File: src/rtl/int8_output_packer_pkg.sv
// Shared constants and types for the int8 output packer and its requantizer neighbour.
// Holds the int8 range, the lane geometry and the packed FIFO word layout.
package int8_output_packer_pkg;

  localparam int INT8_MIN = -128;
  localparam int INT8_MAX = 127;
  localparam int LANES    = 4;
  localparam int LANE_W   = 8;
  localparam int WORD_W   = LANES * LANE_W;

  // FIFO entry layout: {last, keep, data}, 37 bits.
  typedef struct packed {
    logic               last;
    logic [LANES-1:0]   keep;
    logic [WORD_W-1:0]  data;
  } word_t;

  // Lower bound first, then upper bound, so an inverted range yields hi.
  function automatic logic signed [8:0] clamp9(input logic signed [8:0] v,
                                               input logic signed [8:0] lo,
                                               input logic signed [8:0] hi);
    logic signed [8:0] t;
    t = (v < lo) ? lo : v;
    return (t > hi) ? hi : t;
  endfunction

endpackage

File: src/rtl/int8_output_packer_sync_fifo.sv
// Show-ahead synchronous FIFO with occupancy count; a push into a full FIFO is
// accepted only when a pop happens in the same cycle, otherwise it is ignored.
module int8_output_packer_sync_fifo #(
  parameter int DEPTH = 8,
  parameter int WIDTH = 37
) (
  input  logic             clk,
  input  logic             rst,
  input  logic             push_i,
  input  logic [WIDTH-1:0] wdata_i,
  input  logic             pop_i,
  output logic [WIDTH-1:0] rdata_o,
  output logic             full_o,
  output logic             empty_o,
  output logic [$clog2(DEPTH):0] count_o
);

  localparam int AW = $clog2(DEPTH);
  localparam int CW = AW + 1;

  logic [WIDTH-1:0] mem [DEPTH];
  logic [AW-1:0]    wr_ptr_q, rd_ptr_q;
  logic [CW-1:0]    count_q, count_d;
  logic             push_ok, pop_ok;

  assign empty_o = (count_q == '0);
  assign full_o  = (count_q == CW'(DEPTH));
  assign count_o = count_q;

  assign pop_ok  = pop_i && !empty_o;
  assign push_ok = push_i && (!full_o || pop_ok);

  // NOTE: every variable driven here gets a default first, so no path can infer a latch.
  always_comb begin
    count_d = count_q;
    case ({push_ok, pop_ok})
      2'b10:   count_d = count_q + CW'(1);
      2'b01:   count_d = count_q - CW'(1);
      default: count_d = count_q;
    endcase
  end

  // NOTE: sequential state uses non-blocking assignments so all registers update together at the edge.
  always_ff @(posedge clk) begin
    if (!rst) begin
      wr_ptr_q <= '0;
      rd_ptr_q <= '0;
      count_q  <= '0;
    end else begin
      if (push_ok) wr_ptr_q <= wr_ptr_q + AW'(1);
      if (pop_ok)  rd_ptr_q <= rd_ptr_q + AW'(1);
      count_q <= count_d;
    end
  end

  // NOTE: the storage array is deliberately not reset; validity is tracked by the pointers and count.
  always_ff @(posedge clk) begin
    if (push_ok) mem[wr_ptr_q] <= wdata_i;
  end

  // Empty head reads as zero so the outputs show a clean value after reset.
  assign rdata_o = empty_o ? '0 : mem[rd_ptr_q];

endmodule

File: src/rtl/int8_output_packer.sv
// Adds the output zero point, applies the activation clamp and packs four int8
// lanes little-endian into 32-bit words queued for a ready/valid consumer.
// Optional feature: define PACKER_SAT_CNT_EN to add the sat_count port and counter.
module int8_output_packer
  import int8_output_packer_pkg::*;
#(
  parameter int FIFO_DEPTH = 8
) (
  input  logic        clk,
  input  logic        rst,
  input  logic        in_valid,
  input  logic [7:0]  in_data,
  input  logic        in_last,
  input  logic [7:0]  output_zero_point,
  input  logic [7:0]  act_min,
  input  logic [7:0]  act_max,
  output logic        out_valid,
  input  logic        out_ready,
  output logic [31:0] out_data,
  output logic [3:0]  out_keep,
  output logic        out_last,
  output logic        overflow
`ifdef PACKER_SAT_CNT_EN
 ,output logic [15:0] sat_count
`endif
);

  localparam int CNT_W = $clog2(FIFO_DEPTH) + 1;

  // Stage A: offset and clamp, registered.
  logic signed [8:0] sum, y9;
  logic              a_valid_q, a_last_q;
  logic [7:0]        a_y_q;

  assign sum = $signed({in_data[7], in_data}) +
               $signed({output_zero_point[7], output_zero_point});
  assign y9  = clamp9(sum, $signed({act_min[7], act_min}), $signed({act_max[7], act_max}));

  always_ff @(posedge clk) begin
    if (!rst) begin
      a_valid_q <= 1'b0;
      a_last_q  <= 1'b0;
      a_y_q     <= '0;
    end else begin
      a_valid_q <= in_valid;
      if (in_valid) begin
        a_y_q    <= y9[7:0];
        a_last_q <= in_last;
      end
    end
  end

  // Stage B: lane assembly; the byte that completes a word is merged combinationally.
  logic [1:0]         cnt_q, cnt_d;
  logic [WORD_W-1:0]  lane_data_q, lane_data_d, word_data;
  logic [LANES-1:0]   lane_keep_q, lane_keep_d, word_keep;
  logic               emit;

  always_comb begin
    word_data = lane_data_q;
    word_data[{cnt_q, 3'b000} +: LANE_W] = a_y_q;
    word_keep   = lane_keep_q | (4'b0001 << cnt_q);
    emit        = a_valid_q && ((cnt_q == 2'd3) || a_last_q);
    cnt_d       = cnt_q;
    lane_data_d = lane_data_q;
    lane_keep_d = lane_keep_q;
    if (a_valid_q) begin
      if (emit) begin
        cnt_d       = 2'd0;
        lane_data_d = '0;
        lane_keep_d = '0;
      end else begin
        cnt_d       = cnt_q + 2'd1;
        lane_data_d = word_data;
        lane_keep_d = word_keep;
      end
    end
  end

  always_ff @(posedge clk) begin
    if (!rst) begin
      cnt_q       <= '0;
      lane_data_q <= '0;
      lane_keep_q <= '0;
    end else begin
      cnt_q       <= cnt_d;
      lane_data_q <= lane_data_d;
      lane_keep_q <= lane_keep_d;
    end
  end

  // Output word FIFO.
  word_t              push_word, head_word;
  logic [$bits(word_t)-1:0] fifo_rdata;
  logic               fifo_full, fifo_empty, pop, drop;
  logic [CNT_W-1:0]   fifo_count;
  logic               overflow_q;

  assign push_word = '{last: a_last_q, keep: word_keep, data: word_data};

  int8_output_packer_sync_fifo #(
    .DEPTH (FIFO_DEPTH),
    .WIDTH ($bits(word_t))
  ) u_fifo (
    .clk     (clk),
    .rst     (rst),
    .push_i  (emit),
    .wdata_i (push_word),
    .pop_i   (out_ready),
    .rdata_o (fifo_rdata),
    .full_o  (fifo_full),
    .empty_o (fifo_empty),
    .count_o (fifo_count)
  );

  assign head_word = fifo_rdata;
  assign out_valid = !fifo_empty;
  assign out_data  = head_word.data;
  assign out_keep  = head_word.keep;
  assign out_last  = head_word.last;

  assign pop  = out_valid && out_ready;
  assign drop = emit && fifo_full && !pop;

  always_ff @(posedge clk) begin
    if (!rst)      overflow_q <= 1'b0;
    else if (drop) overflow_q <= 1'b1;
  end
  assign overflow = overflow_q;

  full_matches_count: assert property (@(posedge clk) disable iff (!rst)
    fifo_full == (fifo_count == CNT_W'(FIFO_DEPTH)));

`ifdef PACKER_SAT_CNT_EN
  logic        clamped;
  logic [15:0] sat_count_q;

  assign clamped = (y9 != sum);

  always_ff @(posedge clk) begin
    if (!rst)
      sat_count_q <= '0;
    else if (in_valid && clamped && (sat_count_q != 16'hFFFF))
      sat_count_q <= sat_count_q + 16'd1;
  end
  assign sat_count = sat_count_q;
`endif

endmodule
File: config.mk
export PLATFORM = sky130hd
export DESIGN_NAME = int8_output_packer
export DESIGN_NICKNAME = d
export VERILOG_FILES = /design/src/rtl/int8_output_packer_pkg.sv /design/src/rtl/int8_output_packer_sync_fifo.sv /design/src/rtl/int8_output_packer.sv
export SDC_FILE = /design/constraint.sdc
export NUM_CORES = 1
export LEC_CHECK = 0
export BUFFER_PORTS_ARGS = -buffer_cell sky130_fd_sc_hd__buf_4
export CORE_UTILIZATION = 25
export CTS_BUF_LIST = sky130_fd_sc_hd__clkbuf_4
export DETAILED_ROUTE_END_ITERATION = 10
export GPL_TIMING_DRIVEN = 0
export PLACE_DENSITY = 0.43
export SYNTH_ARGS = -nofsm -noshare
export SYNTH_HDL_FRONTEND = slang
export SYNTH_SLANG_ARGS = --single-unit
File: constraint.sdc
create_clock -name clk -period 5 [get_ports clk]
set_clock_uncertainty 0.1 [all_clocks]
set_input_delay 0.25 -clock clk [delete_from_list [all_inputs] [get_ports clk]]
set_output_delay 0.25 -clock clk [all_outputs]
set_load 0.02 [all_outputs]
Yosys cells after proc, flatten, opt, wreduce, memory -nomap -nowiden
Memory sizes are Yosys's and may differ from the RTL's. A register that Yosys moved wholly into a read port is not among the register bits.
Index checks and enable logic that the tools add are counted.

operators by class
  $add $sub $neg = 7
  shifts and indexed selects = 3
  bitwise gates (word level) = 1
  $lt $le $gt $ge = 2
  reduce and logical (&&, ||, !) cells = 12
  equal/unequal tests = 4
  multiplexer cells = 12

operators with widths
  operator                                                                count
  37-bit 2-to-1 mux                                                       1
  32-bit bitwise mux                                                      1
  32-bit 2-to-1 mux                                                       1
  8-bit by 7-bit variable shift with 32-bit output, first input constant  1
  8-bit by 7-bit indexed part select with 32-bit output                   1
  8-bit by 8-bit adder with 9-bit output                                  1
  9-bit by 8-bit greater-than comparator with 1-bit output                1
  9-bit by 8-bit < comparator with 1-bit output                           1
  9-bit 2-to-1 mux                                                        1
  8-bit 2-to-1 mux                                                        1
  4-bit one-hot mux with 2 select lines                                   1
  5-bit negation with 7-bit output                                        1
  3-bit by 1-bit adder with 3-bit output, second input constant           2
  3-bit 2-to-1 mux                                                        2
  1-bit logical AND                                                       5
  4-bit by 1-bit adder with 4-bit output, second input constant           1
  2-bit equality test, second input constant                              2
  4-bit equality test, second input constant                              1
  4-bit zero test                                                         1
  4-bit 2-to-1 mux                                                        1
  4-bit OR                                                                1
  1-bit by 2-bit << shifter with 4-bit output, first input constant       1
  4-bit by 1-bit subtractor with 4-bit output, second input constant      1
  1-bit zero test                                                         3
  6 further kinds                                                         8

word-level totals
  bits in writable memories = 296
  output and inout port bits = 39
  memories = 1
  logic and storage cells = 52
  register bits after elaboration = 59
  input bits = 37

memories
  memory      words  width  read ports  clocked after Yosys merged registers in  write ports  line                                source
  u_fifo.mem  8      37     1           1                                        1            int8_output_packer_sync_fifo.sv:21  logic [WIDTH-1:0] mem [DEPTH];

Logic depth before layout (Yosys ltp)
  depth after elaboration = 7
  gate-level depth with buffers = 22
  mapped depth without buffers = 21

Cells and area by module
From an unflattened synthesis, not the netlist that was laid out.

second synthesis, totals
  cell total of the unflattened synthesis = 995
  area total of the unflattened synthesis = 15444.8 µm²

by module, submodules not included
  module                        cells an instance  area each (µm²)  seq. area each (µm²)  times used
  int8_output_packer_sync_fifo  553                11984.0          9148.8                1
  int8_output_packer            442                3460.8           980.9                 1

Least setup slack after synthesis
Ideal clock, no wire load.

  path kind = input port to flip-flop
  start = in in_data[0]
  end = reg a_y_q[1]
  stages = 18
  library setup time = 117 ps
  required time = 4783 ps
  setup slack = 311 ps
  buffers on the path = 1
  arrival time = 4472 ps
  cell sequence = ha_1 -> fa_1 -> a211oi_2 -> nor2_1 -> or4_1 -> o311a_2 -> ha_1 -> a2111o_1 -> o21ai_2 -> buf_12 -> mux2_1 -> ha_1 -> nor4b_1 -> o21ai_1 -> o22ai_2 -> nor2_1 -> a22o_1 -> a32o_1

on the way
  cells in the longest elaborated chain, start to end = 5

ends and longest elaborated chain
  what                                                      line                          source
  from (decl)                                               int8_output_packer.sv:12      input logic [7:0] in_data,
  8-bit by 8-bit adder with 9-bit output *                  int8_output_packer.sv:35      assign sum = $signed({in_data[7], in_data}) +
  9-bit by 8-bit < comparator with 1-bit output             int8_output_packer_pkg.sv:23  t = (v < lo) ? lo : v;
  9-bit 2-to-1 mux *                                        int8_output_packer_pkg.sv:23
  9-bit by 8-bit greater-than comparator with 1-bit output  int8_output_packer_pkg.sv:24  return (t > hi) ? hi : t;
  8-bit 2-to-1 mux *                                        int8_output_packer_pkg.sv:24
  to (signal assigned)                                      int8_output_packer.sv:47      a_y_q <= y9[7:0];
  to (decl)                                                 int8_output_packer.sv:33      logic [7:0] a_y_q;

Every way passes the cells marked *; elsewhere a longest branch is shown, timed or not.
A chain may end at the register's enable or synchronous reset.

Final worst setup path
  start = in in_data[0]
  end = reg a_y_q[0]

Same word-level chain as after synthesis.

==> results.py <==
metrics = {
    "outcome": {
        "outcome": "finished, final reports clean",
    },
    "synthesis": {
        "synth_area_leaders": "edfxtp_1, mux4_2, dfxtp_1, ha_1, mux2i_1",
        "synth-xor-area-share_pct": 0.636,
        "async_reset_ff_share_pct": 0,
        "synth_top_area_cell": "edfxtp_1",
        "avgSynthCellArea_um2": 15.8,
        "ys_seq_elements": 358,
        "synth_top_area_share_pct": 58.6,
        "synth_simple_gate_area_share_pct": 6.41,
        "synthAdderAreaFrac_pct": 3.40,
        "synth_common_cells": "edfxtp_1, nor2_1, mux4_2, dfxtp_1, inv_1",
        "synthDistinctLibCells": 60,
        "synth.most_common_cell": "edfxtp_1",
        "synth_edf_count": 296,
        "synth_compound_area_share_pct": 5.79,
        "synth_top_family_by_area": "multiplexers",
        "synthMuxAreaShare_pct": 14.2,
        "yosysSeqAreaShare_pct": 66.8,
        "yosys_most_used_dff": "edfxtp_1",
        "netlist_instances": 962,
        "netlist_area_um2": 15200,
        "ys_warn_count": 0,
        "synth_nets": 1039,
    },
    "drt": {
        "wl_mm": 38.3,
        "drc_errors": 0,
        "wl_per_cell_um": 18.7,
        "ant_nets": 0,
        "drtPass1Iterations": 5,
        "drt_iter0_markers": 423,
        "vias": 8900,
        "vias_per_cell": 4.34,
    },
    "die": {
        "die_x_um": 248,
        "die_h_um": 248,
        "pin_count": 76,
        "dieArea_um2": 61600,
        "start_util_pct": 25.5,
        "row_count": 89,
        "core_um2": 59500,
    },
    "flow_run": {
        "drv_cap": 0,
    },
    "global_route": {
        "grt_antenna_before_repair": 1,
        "grt_pass1_wl_mm": 58.6,
        "grt_pass1_vias": 9649,
        "grt_max_degree": 22,
        "grt_usage_pct": 12.9,
        "gr-total-overflow": 0,
    },
    "critical_path": {
        "start_kind": "primary input",
        "cp-end-kind": "flip-flop",
        "reg2reg_setup_slack_ns": 1.60,
        "crit_chain": "buf_4 > ha_1 > fa_1 > a211oi_2 > nor2_1 > or4_1 > o311a_2 > ha_1 > a2111o_1 > o21ai_2 > buf_12 > mux2_1 > ha_1 > a21oi_1 > a21oi_1 > o22ai_4 > nor2_1 > a22oi_1 > dlygate4sd3_1 > o22ai_1",
        "rr_startpoint": "a_valid_q$_SDFF_PN0_",
        "cpPeakStageDelay_ns": 0.58,
        "r2r_cells": 7,
        "path_buf_inv": 3,
        "cpMostUsedCell": "ha_1",
        "worst-endpoint-arrival_ns": 5.38,
        "crit_type": "primary input to flip-flop",
        "required_ns": 5.61,
        "cpMaxStageDelayCell": "dlygate4sd3_1",
        "path_delay_family": "compound AO/OA/AOI/OAI gates",
        "cp_max_fo": 10,
        "r2r_end": "u_fifo.mem[5][20]$_DFFE_PP_",
        "cp_num_cells": 20,
    },
    "place": {
        "place_inst": 1841,
        "dp_hpwl_mm": 25.9,
        "place.gp.congestion": 0.715,
        "place_area_um2": 17100,
        "portBuffers": 74,
    },
    "clocking": {
        "htreeDepth": 3,
        "cts_tree": "built",
        "clock_path_buffers": 3,
        "clock_sinks": 358,
        "ctsRootBufferMaster": "clkbuf_4",
        "insertion_delay_ns": 0.78,
        "cts_made_buffers": 99,
        "clk_pin_slew_ns": 0.07,
    },
    "final_layout": {
        "multi_input_area_um2": 4680,
        "nets": 1274,
        "n_fill_cell": 6002,
        "seqCellArea_um2": 10100,
        "drive_gt1_share_pct": 29.8,
        "final_cells": 2051,
        "fin_area_um2": 18700,
        "syn2layout_area_growth_pct": 23.3,
        "fin_util_pct": 31.4,
    },
    "min_path": {
        "hp-start": "output_zero_point[7]",
        "hold_depth": 5,
        "min-delay-path-class": "primary input to flip-flop",
        "hold_end": "a_y_q[7]$_SDFFE_PN0P_",
    },
    "power": {
        "ir_worst_vdd_uv": 108,
        "power_switching_uw": 1880,
        "p_sw_share_pct": 26.7,
        "pwr-share-seq_pct": 46.9,
        "pwr-share-clk_pct": 37.3,
        "power_leakage_uw": 0.00668,
        "combinationalPowerShare_pct": 15.7,
        "p_int_uw": 5180,
        "power.density_nw_per_um2": 378,
    },
    "sta": {
        "rsz0062_at_grt": "false",
        "finalSetupViolCount": 0,
        "post-route-period-util_pct": 95.3,
        "finalSetupTns_ns": 0,
        "slew_violations": 0,
        "hold_viol_final": 0,
        "relSlewSlack_pct": 25.4,
        "hold_ws_ns": 0.0843,
        "period_minus_slack_ns": 4.77,
        "fmax_mhz": 210,
        "worst_pin_slew_ns": 1.12,
    },
}
[worst max path at each step]
stage | start | to
2_1_floorplan | in_data[0] | a_y_q[1]$_SDFFE_PN0P_
3_3_place_gp | a_valid_q$_SDFF_PN0_ | u_fifo.mem[2][21]$_DFFE_PP_
3_5_place_dp | in_data[0] | a_y_q[5]$_SDFFE_PN0P_
4_1_cts | in_data[0] | a_y_q[0]$_SDFFE_PN0P_
5_1_grt | in_data[0] | a_y_q[0]$_SDFFE_PN0P_
6_report | in_data[0] | a_y_q[0]$_SDFFE_PN0P_
[tightest hold or removal path: cells and delay by family]
family                     cells  cell delay, ns
adders and majority gates      1            0.11
xor gates and xnor gates       1            0.30
buffers and inverters          2            0.14
AOI/OAI and AO/OA              1            0.09
[registers in the layout, indices dropped and copies added, names as in the netlist, named ones only]
signal,count
u_fifo.mem,296
lane_data_q,32
a_y_q,8
lane_keep_q,4
u_fifo.count_o,4
u_fifo.rd_ptr_q,3
u_fifo.wr_ptr_q,3
cnt_q,2
a_last_q,1
a_valid_q,1
overflow,1
[layout make-up]
| class | count | share of cell area [%] |
|---|---|---|
| diodes | 1 | 0.0134 |
| plain buffers | 44 | 1.04 |
| clock buffers | 152 | 6.11 |
| clock inverters | 29 | 0.757 |
| inverters | 57 | 1.14 |
| multi-input cells | 503 | 25.1 |
| flip-flops and latches | 358 | 54.2 |
| well taps | 773 | 5.18 |
| repair buffers | 134 | 6.49 |
[placed cells by master (no fill, tap or decap), types with 3 or more instances in the layout]
cell type | synthesis | routed
a211oi_1 | 3 | 3
nor2_1 | 96 | 94
nor3b_2 | 0 | 4
xnor2_1 | 6 | 6
and2_1 | 33 | 33
dlygate4sd3_1 | 0 | 24
nand3_1 | 3 | 3
o21a_1 | 3 | 3
mux2i_1 | 41 | 41
nand4_1 | 3 | 3
nand2b_1 | 3 | 3
buf_4 | 1 | 79
a22o_1 | 7 | 7
buf_12 | 1 | 3
ha_1 | 38 | 38
mux4_2 | 74 | 74
a21oi_1 | 14 | 14
a31o_1 | 32 | 32
inv_1 | 54 | 54
buf_6 | 0 | 25
edfxtp_1 | 296 | 296
nor3_2 | 2 | 4
dfxtp_1 | 62 | 62
o21ai_1 | 35 | 35
buf_1 | 8 | 8
buf_2 | 7 | 8
a32o_1 | 6 | 6
clkbuf_1 | 27 | 27
clkbuf_4 | 0 | 152
buf_8 | 0 | 4
or2_2 | 4 | 4
mux2_1 | 4 | 4
a21o_1 | 3 | 3
inv_2 | 3 | 7
xor2_1 | 5 | 5
nand2_1 | 43 | 43
o21ai_0 | 5 | 5
clkinv_1 | 0 | 21
[what timing repair did]
action | in CTS | in global routing
resized for setup | 0 | 3
endpoints found under the setup margin | 0 | 2
hold buffers | 24 | 0
endpoints found under the hold margin | 18 | 0
buffers inserted | 0 | 4
[power by group through the flow]
stage / Clock [µW] / Combinational [µW] / Sequential (µW)
finish: 2640 / 1110 / 3320
global route: 2900 / 1230 / 3320
CTS: 2750 / 1110 / 3320
detailed placement: 0 / 1080 / 3380
global placement: 0 / 1070 / 3380
floorplan: 0 / 710 / 3340
[logic make-up after synthesis]
group	after synthesis
and+or+nand+nor	207
buffers and inverters	101
adders and majority gates	40
xor gates and xnor gates	11
DFF	358
muxes	122
AOI/OAI and AO/OA	123
[per-layer routing]
| layer | track usage (%) | wire (µm) |
|---|---|---|
| met2 | 20.6 | 18200 |
| met1 | 17.3 | 17900 |
| met3 | 2.69 | 1590 |
| met5 | 0 | 0 |
| met4 | 4.66 | 573 |
[per-stage QoR]
stage / total power (µW) / worst slack (ns)
floorplan: 4050 / 0.311
global placement: 4460 / -3.65
detailed placement: 4470 / -0.365
CTS: 7180 / 0.0934
global route: 7450 / 0.0212
finish: 7070 / 0.235
(Power assumes the default switching activity.)
